## src/rtl/alu_mul_seq.sv

```systemverilog
// Shift-and-add unsigned multiplier sequencer that drives an external ALU with ADC steps.
// Optional build macro ALU_MUL_ZERO_SKIP_EN: skip ADD cycles when the multiplier bit is 0.
module alu_mul_seq #(
    parameter int p_data_width  = 16,
    parameter int p_flags_width = 5
) (
    input  logic                     i_w_clk,
    input  logic                     i_w_reset,
    input  logic                     i_w_start,
    input  logic [p_data_width-1:0]  i_w_op_a,
    input  logic [p_data_width-1:0]  i_w_op_b,
    output logic                     o_w_busy,
    output logic                     o_w_done,
    output logic [p_data_width-1:0]  o_w_prod_hi,
    output logic [p_data_width-1:0]  o_w_prod_lo,
    output logic [p_data_width-1:0]  o_w_alu_op1,
    output logic [p_data_width-1:0]  o_w_alu_op2,
    output logic [3:0]               o_w_alu_opcode,
    output logic                     o_w_alu_carry,
    output logic                     o_w_alu_oe,
    input  logic [p_data_width-1:0]  i_w_alu_out,
    input  logic [p_flags_width-1:0] i_w_alu_flags
);

    localparam int W  = p_data_width;
    localparam int CW = $clog2(W) + 1;
    localparam logic [CW-1:0] LAST_ITER = CW'(W - 1);

`ifdef ALU_MUL_ZERO_SKIP_EN
    localparam bit ZERO_SKIP = 1'b1;
`else
    localparam bit ZERO_SKIP = 1'b0;
`endif

    localparam logic [1:0] S_IDLE  = 2'd0;
    localparam logic [1:0] S_ADD   = 2'd1;
    localparam logic [1:0] S_SHIFT = 2'd2;
    localparam logic [1:0] S_DONE  = 2'd3;

    logic [1:0]    state;
    logic [W-1:0]  acc, mq, mcand;
    logic          c;
    logic [CW-1:0] cnt;
    logic [W-1:0]  prod_hi, prod_lo;
    logic [W-1:0]  acc_sh, mq_sh;
    logic          unused_flags;

    // {c, acc, mq} shifts right as one 2W+1 bit register.
    assign acc_sh = {c, acc[W-1:1]};
    assign mq_sh  = {acc[0], mq[W-1:1]};

    assign unused_flags = &{1'b0, i_w_alu_flags};

    always_ff @(posedge i_w_clk or posedge i_w_reset) begin
        if (i_w_reset) begin
            state   <= S_IDLE;
            acc     <= '0;
            mq      <= '0;
            mcand   <= '0;
            c       <= 1'b0;
            cnt     <= '0;
            prod_hi <= '0;
            prod_lo <= '0;
        end else begin
            case (state)
                S_IDLE: begin
                    if (i_w_start) begin
                        mcand <= i_w_op_a;
                        mq    <= i_w_op_b;
                        acc   <= '0;
                        c     <= 1'b0;
                        cnt   <= '0;
                        state <= (ZERO_SKIP && !i_w_op_b[0]) ? S_SHIFT : S_ADD;
                    end
                end
                S_ADD: begin
                    acc   <= i_w_alu_out;
                    c     <= i_w_alu_flags[0];
                    state <= S_SHIFT;
                end
                S_SHIFT: begin
                    acc <= acc_sh;
                    mq  <= mq_sh;
                    c   <= 1'b0;
                    cnt <= cnt + CW'(1);
                    if (cnt == LAST_ITER) begin
                        prod_hi <= acc_sh;
                        prod_lo <= mq_sh;
                        state   <= S_DONE;
                    end else begin
                        state <= (ZERO_SKIP && !mq_sh[0]) ? S_SHIFT : S_ADD;
                    end
                end
                default: state <= S_IDLE;
            endcase
        end
    end

    assign o_w_busy       = (state != S_IDLE);
    assign o_w_done       = (state == S_DONE);
    assign o_w_prod_hi    = prod_hi;
    assign o_w_prod_lo    = prod_lo;
    assign o_w_alu_op1    = acc;
    assign o_w_alu_op2    = mq[0] ? mcand : '0;
    assign o_w_alu_opcode = 4'd0;
    assign o_w_alu_carry  = 1'b0;
    assign o_w_alu_oe     = (state == S_ADD);

endmodule

```

## config.mk

```make
export PLATFORM = sky130hd
export DESIGN_NAME = alu_mul_seq
export DESIGN_NICKNAME = d
export VERILOG_FILES = /design/src/rtl/alu_mul_seq.sv
export SDC_FILE = /design/constraint.sdc
export NUM_CORES = 1
export LEC_CHECK = 0
export ABC_AREA = 1
export BUFFER_PORTS_ARGS = -buffer_cell sky130_fd_sc_hd__buf_2
export CORE_AREA = 2 2 104 106
export DETAILED_ROUTE_END_ITERATION = 12
export DIE_AREA = 0 0 106 108
export GPL_ROUTABILITY_DRIVEN = 0
export GPL_TIMING_DRIVEN = 0
export PLACE_DENSITY_LB_ADDON = 0.1
export SYNTH_ARGS = -nofsm -noshare
export SYNTH_HDL_FRONTEND = slang
export SYNTH_SLANG_ARGS = --single-unit
export TNS_END_PERCENT = 100
```

## constraint.sdc

```tcl
create_clock -name i_w_clk -period 3 [get_ports i_w_clk]
set_clock_uncertainty 0.1 [all_clocks]
set_input_delay 0.15 -clock i_w_clk [delete_from_list [all_inputs] [get_ports i_w_clk]]
set_output_delay 0.15 -clock i_w_clk [all_outputs]
set_load 0.01 [all_outputs]
```

==> report_table.html <==
<table>
<tr><th>Metric</th><th>Value</th></tr>
<tr><th colspan="2">Global route</th></tr>
<tr><td>Via count of the first global-routing pass</td><td>between 3000 and 4000</td></tr>
<tr><td>Number of antenna violations at the first check in global routing</td><td>0</td></tr>
<tr><td>GRT Residual Overflow</td><td>0</td></tr>
<tr><td>Gr usage total</td><td>between 10% and 20%</td></tr>
<tr><td>First-pass GRT wire length</td><td>15.9 mm</td></tr>
<tr><td>Largest net degree at the start of global routing</td><td>just over 60</td></tr>
<tr><th colspan="2">Outcome</th></tr>
<tr><td>Result of the run</td><td>finished, final reports clean</td></tr>
<tr><th colspan="2">Synth</th></tr>
<tr><td>Main combinational cell family by area after synthesis</td><td>simple AND/OR/NAND/NOR gates</td></tr>
<tr><td>Multiplexer share of the synthesized area</td><td>8.68%</td></tr>
<tr><td>Average instance area after synthesis</td><td>between 9 and 10 sq um</td></tr>
<tr><td>Sequential-to-total area share from yosys stat</td><td>between 50% and 60%</td></tr>
<tr><td>Total standard cell area after synthesis</td><td>around 0.0040 sq mm</td></tr>
<tr><td>Number of instances in the synthesized netlist</td><td>between 400 and 500</td></tr>
<tr><td>Xor-xnor portion of the synthesized cell area</td><td>0%</td></tr>
<tr><td>Synthesized-area fraction occupied by ao, oa, aoi and oai cells</td><td>between 7 and 8%</td></tr>
<tr><td>Number of different library cells in the post-synthesis netlist</td><td>21</td></tr>
<tr><td>Area share of and/or/nand/nor cells after synthesis</td><td>between 10% and 20%</td></tr>
<tr><td>Ys Warns</td><td>0</td></tr>
<tr><td>Post-synthesis adder-cell area fraction</td><td>2.49%</td></tr>
<tr><td>Post-synthesis register bit count</td><td>88</td></tr>
<tr><th colspan="2">Routing</th></tr>
<tr><td>DRT iter0 DRCs</td><td>approximately 130</td></tr>
<tr><td>Total wire length</td><td>around 9.5 mm</td></tr>
<tr><td>Via count of the routed design</td><td>3396</td></tr>
<tr><td>Number of optimization iterations in the first detailed-route pass</td><td>4</td></tr>
<tr><td>WL per Instance</td><td>13.0 microns</td></tr>
<tr><td>Ratio of routed vias to standard cells</td><td>4.61</td></tr>
<tr><td>Detailed-route DRC error count</td><td>0</td></tr>
<tr><td>Number of nets with antenna violations after routing</td><td>0</td></tr>
<tr><th colspan="2">Timing</th></tr>
<tr><td>Count of pins over their slew limit</td><td>0</td></tr>
<tr><td>Time the final worst path needs with I/O delays and setup</td><td>approximately 1.9 ns</td></tr>
<tr><td>Setup violation total in the final timing report</td><td>0</td></tr>
<tr><td>Maximum clock frequency</td><td>approximately 530 MHz</td></tr>
<tr><td>Hold_ws</td><td>approximately 0.015 ns</td></tr>
<tr><td>Fin. Hold Viols</td><td>0</td></tr>
<tr><td>Setup repair after global routing missed its margin</td><td>no</td></tr>
<tr><td>Final cycle utilization of the critical path</td><td>a little over three fifths</td></tr>
<tr><th colspan="2">Worst setup path</th></tr>
<tr><td>Most used cell along the critical path</td><td>clkbuf_1</td></tr>
<tr><td>Maximum fanout count along the critical path</td><td>10</td></tr>
<tr><td>Cell with the largest stage delay on the worst path</td><td>dfrtp_1</td></tr>
<tr><td>End point of the critical path</td><td>o_w_alu_op1[5]</td></tr>
<tr><td>Ordered list of cells on the worst path</td><td>inv_1, ha_1, clkbuf_1, clkbuf_1, nand3_1, nand2_1</td></tr>
<tr><td>Worst reg-to-reg path cell count</td><td>6</td></tr>
<tr><td>Startpoint of the worst register-to-register path</td><td>state[0]</td></tr>
<tr><td>Required time worst endpoint</td><td>around 3.2 ns</td></tr>
<tr><td>Crit Path Class</td><td>register to register</td></tr>
<tr><td>Type of element capturing the critical path</td><td>register</td></tr>
<tr><td>Reg-to-reg slack, setup</td><td>roughly 1.1 ns</td></tr>
<tr><td>Critical path's largest stage delay</td><td>0.43 ns</td></tr>
<tr><td>Critical path startpoint</td><td>state[0]</td></tr>
<tr><td>Arrival time at the worst endpoint</td><td>2.08 ns</td></tr>
<tr><td>Startpoint type of the worst setup path</td><td>register</td></tr>
<tr><td>Crit Reg-Reg Endpoint</td><td>o_w_alu_op1[5]</td></tr>
<tr><th colspan="2">Clock network</th></tr>
<tr><td>TritonCTS sink count</td><td>88</td></tr>
<tr><td>Clock slew seen by the registers of the worst setup and hold paths</td><td>about 0.090 ns</td></tr>
<tr><td>TritonCTS clock tree</td><td>yes</td></tr>
<tr><td>Number of hold buffers added after cts</td><td>20</td></tr>
<tr><td>Clock buffer depth</td><td>2</td></tr>
<tr><td>Clock latency on the worst-skew pair</td><td>approximately 0.35 ns</td></tr>
<tr><td>TritonCTS Buffers</td><td>9</td></tr>
<tr><td>Root Driver</td><td>clkbuf_8</td></tr>
<tr><td>Number of levels in the clock H-tree</td><td>3</td></tr>
<tr><td>Post-CTS Resized</td><td>0</td></tr>
<tr><td>Setup fix buffers added after clock tree synthesis</td><td>0</td></tr>
<tr><th colspan="2">Final layout</th></tr>
<tr><td>Top library cells by usage in the layout, fill and taps aside</td><td>nand2_1, buf_2, dfrtp_1</td></tr>
<tr><td>Area Overhead vs Synth</td><td>30.1%</td></tr>
<tr><td>Ant diodes</td><td>0</td></tr>
<tr><td>Fraction of final layout cells with drive strength greater than 1</td><td>about a third</td></tr>
<tr><td>NumNets Final</td><td>660</td></tr>
<tr><td>Post-route cell area</td><td>0.00523 sq mm</td></tr>
<tr><td>Most common cell after layout, fill and taps aside</td><td>nand2_1</td></tr>
<tr><th colspan="2">Pwr</th></tr>
<tr><td>Worst vdd ir</td><td>307 uV</td></tr>
<tr><td>Static leakage power</td><td>just under 0.003 uW</td></tr>
<tr><td>Total power divided by cell area</td><td>around 820 mW/mm^2</td></tr>
<tr><td>Overall power consumption</td><td>approximately 4300 uW</td></tr>
<tr><th colspan="2">Floorplan</th></tr>
<tr><td>Placement Rows</td><td>37</td></tr>
<tr><td>I/O Pins</td><td>about 130</td></tr>
<tr><td>Core area</td><td>slightly above 0.01 sq mm</td></tr>
<tr><td>Starting density of the core</td><td>between 30% and 40%</td></tr>
<tr><td>Full die area</td><td>around 0.011 sq mm</td></tr>
<tr><td>Vertical die dimension</td><td>between 100 and 150 microns</td></tr>
<tr><td>Die Span X</td><td>between 100 and 150 microns</td></tr>
<tr><th colspan="2">Worst hold path</th></tr>
<tr><td>Hold/Removal Path Class</td><td>input pin to register</td></tr>
<tr><th colspan="2">Flow run</th></tr>
<tr><td>Total of max-cap violations</td><td>0</td></tr>
<tr><th colspan="2">Place</th></tr>
<tr><td>Count of port buffers added during placement</td><td>around 120</td></tr>
<tr><td>Post-placement cell area</td><td>~0.0048 sq mm</td></tr>
<tr><td>Hpwl dp</td><td>between 6 and 7 mm</td></tr>
</table>
==> logic make-up (layout without fill, tap and decap cells) <==
group	Yosys count	after routing
and+or+nand+nor	181	181
DFF	88	88
buffers and inverters	72	226
AOI/OAI and AO/OA	61	61
muxes	31	31
other	1	5
adders and majority gates	8	8
==> worst max-delay path, delay by kind of cell, from the launching register on <==
family | cells | cell delay [ns]
flops | 1 | 0.43
fa+ha+maj | 1 | 0.29
buf+inv | 3 | 0.80
simple gates | 2 | 0.23
==> layer usage <==
| metal | track usage, % | vias up | routed length [microns] |
|---|---|---|---|
| met4 | 6.67 | 0 | 129 |
| li1 | - | 1690 | - |
| met1 | 23.1 | 1595 | 4500 |
| met2 | 28.6 | 96 | 4340 |
| met3 | 3.62 | 15 | 569 |
| met5 | 0 | - | 0 |
==> cell usage after synthesis <==
cell | instances | area (sq um)
nand3_1 | 21 | 105
nand2_1 | 153 | 574
buf_6 | 3 | 33.8
nand2_4 | 1 | 11.3
nand2_2 | 1 | 6.26
o22ai_1 | 2 | 12.5
dfrtp_1 | 88 | 2200
conb_1 | 1 | 3.75
inv_2 | 1 | 3.75
or2_2 | 2 | 12.5
ha_1 | 8 | 100
clkbuf_8 | 1 | 13.8
a21oi_1 | 3 | 15.0
mux2_2 | 31 | 349
o21ai_1 | 1 | 5.00
nor2_1 | 3 | 11.3
buf_4 | 6 | 45.0
clkbuf_1 | 9 | 33.8
inv_1 | 42 | 158
o21ai_0 | 55 | 275
buf_2 | 10 | 50.1
==> registers in the layout, indices dropped and copies added (netlist names) <==
| register | flops |
|---|---|
| mq | 16 |
| cnt | 5 |
| o_w_prod_hi | 16 |
| o_w_prod_lo | 16 |
| mcand | 16 |
| state | 2 |
| o_w_alu_op1 | 16 |
| c | 1 |
==> worst min-delay path by stage <==
stage / from / end / slack [ns] / depth (start not counted)
after global placement: i_w_op_a[12] / mcand[12] / 0.28 / 2
after detailed placement: i_w_reset / mcand[12] / 0.06 / 2
final: i_w_op_b[3] / mq[3] / 0.01 / 3
after CTS: i_w_alu_out[8] / o_w_alu_op1[8] / 0.004 / 5
after global routing: i_w_op_b[2] / mq[2] / 0.03 / 3
after floorplan: i_w_alu_flags[0] / c / 0.20 / 2
==> cell type report <==
cell class	instances	area, sq um
Multi-Input combinational cell	286	1500
Inverter	43	164
Tap cell	136	170
Fill cell	1001	5000
Clock buffer	11	151
Clock inverter	4	53.8
Sequential cell	88	2200
Buffer	29	176
Timing Repair Buffer	139	818
==> metrics by stage <==
| stage | cells | util, % | setup TNS [ns] | worst slack (ns) |
|---|---|---|---|---|
| CTS | 736 | 51.1 | 0 | 1.08 |
| global placement | 700 | 46.9 | -62.64 | -0.715 |
| finish | 736 | 51.1 | 0 | 1.10 |
| global route | 736 | 51.1 | 0 | 0.859 |
| floorplan | 446 | - | 0 | 0.471 |
| detailed placement | 701 | 47.2 | 0 | 1.09 |
==> power by group <==
group          internal (uW)  leakage (uW)  switching [uW]  total [uW]
registers               1520       0.00116             218        1740
logic                    677       0.00171            1060        1730
clock network            427     0.0000976             413         841
total                   2620       0.00297            1690        4310
Note: power is estimated with default switching activity, not from simulation.
